<file path="src/rtl/multicycle_controller.sv">
`default_nettype none
// ============================================================================
// Module   : multicycle_controller
// Purpose  : Multi-cycle MIPS control FSM. It sequences fetch, decode,
//            execute, memory and write-back so that one ALU and one unified
//            memory port are shared. It stalls on the memory ready handshake.
// Options  : PERF_CNT_EN - adds the cycle_cnt/instr_cnt performance counters
// Revision : 1.0 - initial release
// ============================================================================
module multicycle_controller #(
    parameter int CNT_W = 32
) (
    input  logic       CLK,
    input  logic       reset,
    input  logic [5:0] opcode,
    input  logic       zero,
    input  logic       mem_ready,
    output logic       pc_write,
    output logic [1:0] pc_src,
    output logic       iord,
    output logic       mem_read,
    output logic       mem_write,
    output logic       ir_write,
    output logic       reg_dst,
    output logic       mem_to_reg,
    output logic       reg_write,
    output logic       alu_src_a,
    output logic [1:0] alu_src_b,
    output logic [1:0] ALUop,
    output logic [3:0] state_out,
    output logic       illegal
`ifdef PERF_CNT_EN
    ,
    output logic [CNT_W-1:0] cycle_cnt,
    output logic [CNT_W-1:0] instr_cnt
`endif
);

    // Opcodes that the controller understands
    localparam logic [5:0] c_OP_RTYPE = 6'b000000;
    localparam logic [5:0] c_OP_LW    = 6'b100011;
    localparam logic [5:0] c_OP_SW    = 6'b101011;
    localparam logic [5:0] c_OP_BEQ   = 6'b000100;
    localparam logic [5:0] c_OP_ADDI  = 6'b001000;
    localparam logic [5:0] c_OP_J     = 6'b000010;

    // State encodings are visible on state_out, so the values are fixed
    typedef enum logic [3:0] {
        S_FETCH  = 4'd0,
        S_DECODE = 4'd1,
        S_MEMADR = 4'd2,
        S_MEMRD  = 4'd3,
        S_MEMWB  = 4'd4,
        S_MEMWR  = 4'd5,
        S_EXEC   = 4'd6,
        S_ALUWB  = 4'd7,
        S_BRANCH = 4'd8,
        S_ADDIEX = 4'd9,
        S_ADDIWB = 4'd10,
        S_JUMP   = 4'd11
    } state_t;

    state_t r_state;
    state_t w_next_state;
    logic   r_illegal;
    logic   w_illegal_op;

    // A zero or negative counter width cannot be built
    if (CNT_W < 1) begin : g_cnt_w_check
        $error("multicycle_controller: CNT_W must be at least 1");
    end

    // Next-state selection; unused encodings fall back to FETCH
    always_comb begin
        w_next_state = S_FETCH;
        w_illegal_op = 1'b0;
        case (r_state)
            S_FETCH:  w_next_state = mem_ready ? S_DECODE : S_FETCH;
            S_DECODE: begin
                case (opcode)
                    c_OP_RTYPE:       w_next_state = S_EXEC;
                    c_OP_LW, c_OP_SW: w_next_state = S_MEMADR;
                    c_OP_BEQ:         w_next_state = S_BRANCH;
                    c_OP_ADDI:        w_next_state = S_ADDIEX;
                    c_OP_J:           w_next_state = S_JUMP;
                    default: begin
                        // Unsupported opcode retires as a NOP; PC already advanced
                        w_next_state = S_FETCH;
                        w_illegal_op = 1'b1;
                    end
                endcase
            end
            S_MEMADR: w_next_state = (opcode == c_OP_LW) ? S_MEMRD : S_MEMWR;
            S_MEMRD:  w_next_state = mem_ready ? S_MEMWB : S_MEMRD;
            S_MEMWB:  w_next_state = S_FETCH;
            S_MEMWR:  w_next_state = mem_ready ? S_FETCH : S_MEMWR;
            S_EXEC:   w_next_state = S_ALUWB;
            S_ALUWB:  w_next_state = S_FETCH;
            S_BRANCH: w_next_state = S_FETCH;
            S_ADDIEX: w_next_state = S_ADDIWB;
            S_ADDIWB: w_next_state = S_FETCH;
            S_JUMP:   w_next_state = S_FETCH;
            default:  w_next_state = S_FETCH;
        endcase
    end

    // State register and sticky illegal-opcode flag
    always_ff @(posedge CLK) begin
        if (reset) begin
            r_state   <= S_FETCH;
            r_illegal <= 1'b0;
        end else begin
            r_state <= w_next_state;
            if (w_illegal_op) begin
                r_illegal <= 1'b1;
            end
        end
    end

    // Datapath strobes decoded from state; reset masks every strobe so an
    // abandoned instruction can never write memory or the register file
    always_comb begin
        pc_write   = 1'b0;
        pc_src     = 2'b00;
        iord       = 1'b0;
        mem_read   = 1'b0;
        mem_write  = 1'b0;
        ir_write   = 1'b0;
        reg_dst    = 1'b0;
        mem_to_reg = 1'b0;
        reg_write  = 1'b0;
        alu_src_a  = 1'b0;
        alu_src_b  = 2'b00;
        ALUop      = 2'b00;
        if (!reset) begin
            case (r_state)
                S_FETCH: begin
                    mem_read  = 1'b1;
                    alu_src_b = 2'b01;
                    ir_write  = mem_ready;
                    pc_write  = mem_ready;
                end
                S_DECODE: begin
                    // Branch target computed speculatively into ALUOut
                    alu_src_b = 2'b11;
                end
                S_MEMADR, S_ADDIEX: begin
                    alu_src_a = 1'b1;
                    alu_src_b = 2'b10;
                end
                S_MEMRD: begin
                    mem_read = 1'b1;
                    iord     = 1'b1;
                end
                S_MEMWB: begin
                    mem_to_reg = 1'b1;
                    reg_write  = 1'b1;
                end
                S_MEMWR: begin
                    mem_write = 1'b1;
                    iord      = 1'b1;
                end
                S_EXEC: begin
                    alu_src_a = 1'b1;
                    ALUop     = 2'b10;
                end
                S_ALUWB: begin
                    reg_dst   = 1'b1;
                    reg_write = 1'b1;
                end
                S_BRANCH: begin
                    alu_src_a = 1'b1;
                    ALUop     = 2'b01;
                    pc_src    = 2'b01;
                    pc_write  = zero;
                end
                S_ADDIWB: begin
                    reg_write = 1'b1;
                end
                S_JUMP: begin
                    pc_src   = 2'b10;
                    pc_write = 1'b1;
                end
                default: begin
                    pc_write = 1'b0;
                end
            endcase
        end
    end

    assign state_out = r_state;
    assign illegal   = r_illegal;

`ifdef PERF_CNT_EN
    localparam logic [CNT_W-1:0] c_CNT_ONE = {{(CNT_W-1){1'b0}}, 1'b1};

    logic [CNT_W-1:0] r_cycle_cnt;
    logic [CNT_W-1:0] r_instr_cnt;

    // Cycle and retired-instruction counters; both wrap naturally
    always_ff @(posedge CLK) begin
        if (reset) begin
            r_cycle_cnt <= '0;
            r_instr_cnt <= '0;
        end else begin
            r_cycle_cnt <= r_cycle_cnt + c_CNT_ONE;
            if ((r_state != S_FETCH) && (w_next_state == S_FETCH)) begin
                r_instr_cnt <= r_instr_cnt + c_CNT_ONE;
            end
        end
    end

    assign cycle_cnt = r_cycle_cnt;
    assign instr_cnt = r_instr_cnt;
`endif

endmodule
`default_nettype wire
</file>
<file path="config.mk">
export PLATFORM = sky130hd
export DESIGN_NAME = multicycle_controller
export DESIGN_NICKNAME = d
export VERILOG_FILES = /design/src/rtl/multicycle_controller.sv
export SDC_FILE = /design/constraint.sdc
export NUM_CORES = 1
export LEC_CHECK = 0
export CAP_MARGIN = 20
export CORE_UTILIZATION = 34
export CTS_CLUSTER_SIZE = 12
export DETAILED_ROUTE_END_ITERATION = 10
export PLACE_DENSITY_LB_ADDON = 0.08
export SYNTH_ARGS = -nofsm -noshare
export SYNTH_HDL_FRONTEND = slang
export SYNTH_SLANG_ARGS = --single-unit
export TNS_END_PERCENT = 20
</file>
<file path="constraint.sdc">
create_clock -name CLK -period 1.6 [get_ports CLK]
set_input_delay 0.48 -clock CLK [delete_from_list [all_inputs] [get_ports CLK]]
set_output_delay 0.48 -clock CLK [all_outputs]
set_load 0.01 [all_outputs]
</file>
==> out/metrics.cfg <==
[logic_synthesis]
gate_count_of_the_mapped_netlist=78
synth_nets=88
yosysSeqAreaShare_pct=17.9
share_of_synthesized_cell_area_in_full_adder_half_adder_and_majority_cells_pct=0
synthMuxAreaShare_pct=3.80
syn_area_um2=559
yosys.cell_types.count=39
dominant_combinational_cell_family_by_area_after_synthesis=simple AND/OR/NAND/NOR gates
ys_warn_count=0
synthXorXnorAreaFrac_pct=4.70
synth.avg_cell_area_um2=7.17
share_of_the_synthesized_area_in_compound_gates_ao_oa_aoi_oai_pct=23.0
area_fraction_in_and_or_nand_and_nor_cells_after_synthesis_pct=43.4
synth_register_bits=5

[floorplanning]
initial_utilization_pct=36.7
die_width_um=42.6
placeableCoreArea_um2=1520
dieHeight_um=42.6
design.die.area_um2=1810
placement_rows=14
ioPinCount=30

[worst_hold_path]
worst_hold_path_type=flip-flop to flip-flop
timing.hold.worst_path_depth=2

[setup_path]
cp_cell_sequence=nand2b_4 > mux2_2 > o22ai_2 > nor2b_4 > buf_6
setup.worst_path.start_class=flip-flop
critical_path_required_ps=1120
crit_path_max_fanout=6
number_of_cells_on_the_critical_path=5
critPathTopFamily=flip-flops
cp-end-kind=output port
rr_worst_depth=6
critical_path_class=flip-flop to output port
cp.arrival_ps=1400
cpMaxStageDelayCell=sky130_fd_sc_hd__dfxtp_4
worst_path_largest_cell_delay_ps=360
worst-path-buf-inv=1

[clocking]
cts_root_buffer=sky130_fd_sc_hd__clkbuf_4
clock_latency_ps=240
cts.path.max_buffers=2
cts_max_level=1
postCtsSetupBuffers=0
ctsHoldBuffers=0
cts_sinks=5
cts.clk_slew.worst_paths_ps=40
tritoncts=yes
numCtsBuffers=3

[cells_and_area]
final_util_pct=78.1
finalNetCount=149
drive_gt1_share_pct=61.6
syn_to_final_growth_pct=113
fillerInstances=107
n_antenna_cell=0

[detailed_routing]
post_drt_wl_per_cell_um=13.6
first_pass_iters=4
wirelength_mm=2.10
drc_errors=0
drtAntennaViolNets=0
drt-vias-per-instance=5.23
vias=806
drt_iter0_markers=8

[grt]
initial_antenna_violation_count=0
groute.usage.overall_pct=24.9
grt_first_pass_wirelength_mm=3.51
grt.overflow.total=0
largest_net_degree_at_the_start_of_global_routing=12
first_global_vias=785

[power]
leakage_nw=0.536
irDropWorstVdd_v=0.000401
cellPowerDensity_nw_per_um2=375
fin_total_pwr_mw=0.446

[timing]
maximum_clock_frequency_mhz=531
final.setup.tns_ps=-2940
timing_worst_slew_pin_value_ps=276
grt_setup_unrepaired=yes
timing.final.crit_period_ps=1880
final_max_slew_viol_count=0
final.setup.worst_slack_ps=-284
finalHoldViolCount=0
layout_worst_path_cycle_share_pct=118
slew_headroom_pct=81.4
setup-violations-final=16
fin_skew_ps=0.486

[placed_design]
pre_cts_ws_ps=-954
hpwlAfterDp_mm=1.68
buffer_ports.inserted=29
finalWeightedCongestion=0.847

[run_status]
violations_in_the_final_reports=negative setup slack
run_status=finished, violations left

[flow_run]
max_cap_viol_count=0

==> kinds of logic after synthesis <==
logic type             after synthesis
XOR/XNOR                             3
flip-flops                           5
AND/OR/NAND/NOR                     42
multiplexers                         2
AO/OA/AOI/OAI                       18
buffers and inverters                8
==> cells in the mapped netlist (all sizes together) <==
master  count  share of area [%]
nor3        8                7.2
nor2        7                4.7
dfxtp       5                 18
nand2b      5                6.9
nand2       4                2.7
nor4        4                4.5
or2         4                4.5
buf         3                3.8
inv         3                2.0
o21ai       3                2.7
a211oi      2                2.7
a21oi       2                1.8
clkbuf      2                1.3
or3         2                2.2
or4         2                3.4
xnor2       2                3.1
a21boi      1                1.3
a22oi       1                1.3
a31oi       1                1.1
a32oi       1                1.6
and2b       1                1.3
and3        1                1.1
mux2        1                2.0
mux2i       1                1.8
nand3       1               0.89
nor2b       1                1.1
nor3b       1                1.3
o211a       1                1.8
o21a        1                1.3
o22ai       1                1.1
o31ai       1                1.3
o32a        1                1.8
o32ai       1                1.6
o41ai       1                1.6
or3b        1                1.6
xor2        1                1.6
==> what timing repair did <==
| action | 4_1_cts | 5_1_grt |
|---|---|---|
| setup endpoints to repair | 22 | 21 |
| cloned | 0 | 0 |
| pin swaps | 5 | 4 |
| resized for setup | 89 | 10 |
==> tightest hold or removal path, stage by stage, from the launching register on <==
cell and delay (ps):
sky130_fd_sc_hd__dfxtp_1 320, sky130_fd_sc_hd__nand2b_1 70, sky130_fd_sc_hd__o41ai_2 50
==> metrics by stage <==
step           hold WS, ps  cell area [µm²]  std cells
2_1_floorplan          492              631         78
3_3_place_gp           441             1140        150
3_5_place_dp           461             1140        150
4_1_cts                474             1150        154
5_1_grt                505             1190        154
6_report               473             1190        154
==> registers in the layout, indices dropped and copies added, names as in the netlist <==
name	flops
illegal	1
state_out	4
==> layer usage <==
layer  track usage (%)  share of wire [%]  vias to the layer above
met3              5.17                3.4                        0
met5                 0                  0                        -
met1              34.2                 46                      370
met4              1.88                  0                        0
li1                  -                  -                      418
met2              41.5                 50                       18
==> layout make-up <==
class                           instances  area [µm²]  area share, %
Multi-Input combinational cell         65         549           46.2
Timing Repair Buffer                   61         468           39.3
Sequential cell                         5         115           9.67
Clock buffer                            4        26.3           2.21
Tap cell                               16        20.0           1.68
Inverter                                3        11.3          0.946
==> layout by cell type (no fill, tap or decap), types with 2 or more instances in the layout <==
cell type and count:
sky130_fd_sc_hd__nor2_2 5, sky130_fd_sc_hd__xnor2_1 2, sky130_fd_sc_hd__nor3_1 4, sky130_fd_sc_hd__or2_4 3, sky130_fd_sc_hd__nor2_1 2, sky130_fd_sc_hd__nor3_2 4, sky130_fd_sc_hd__buf_4 30, sky130_fd_sc_hd__nand2_1 3
sky130_fd_sc_hd__a211oi_2 2, sky130_fd_sc_hd__buf_2 13, sky130_fd_sc_hd__buf_6 4, sky130_fd_sc_hd__dlygate4sd2_1 9, sky130_fd_sc_hd__o21ai_0 3, sky130_fd_sc_hd__dfxtp_4 4, sky130_fd_sc_hd__a21oi_1 2, sky130_fd_sc_hd__nand2b_1 2
sky130_fd_sc_hd__clkbuf_4 3, sky130_fd_sc_hd__clkdlybuf4s50_1 2, sky130_fd_sc_hd__nand2b_4 3, sky130_fd_sc_hd__nor4_2 2, sky130_fd_sc_hd__inv_1 3
==> final timing paths <==
path / startpoint / endpoint / slack (ps)
worst min-delay path: illegal / illegal / 470
worst min register to register: illegal / illegal / 470
worst max-delay path: state_out[3] / reg_write / -280
worst max register to register: state_out[1] / state_out[2] / -20
==> power by group <==
part | internal [mW] | switching [mW] | total (mW) | leakage [nW]
clock network | 0.0943 | 0.0514 | 0.146 | 0.0150
logic | 0.0921 | 0.0775 | 0.170 | 0.478
registers | 0.125 | 0.00553 | 0.130 | 0.0438
total | 0.311 | 0.134 | 0.446 | 0.536
(Power assumes the default switching activity.)
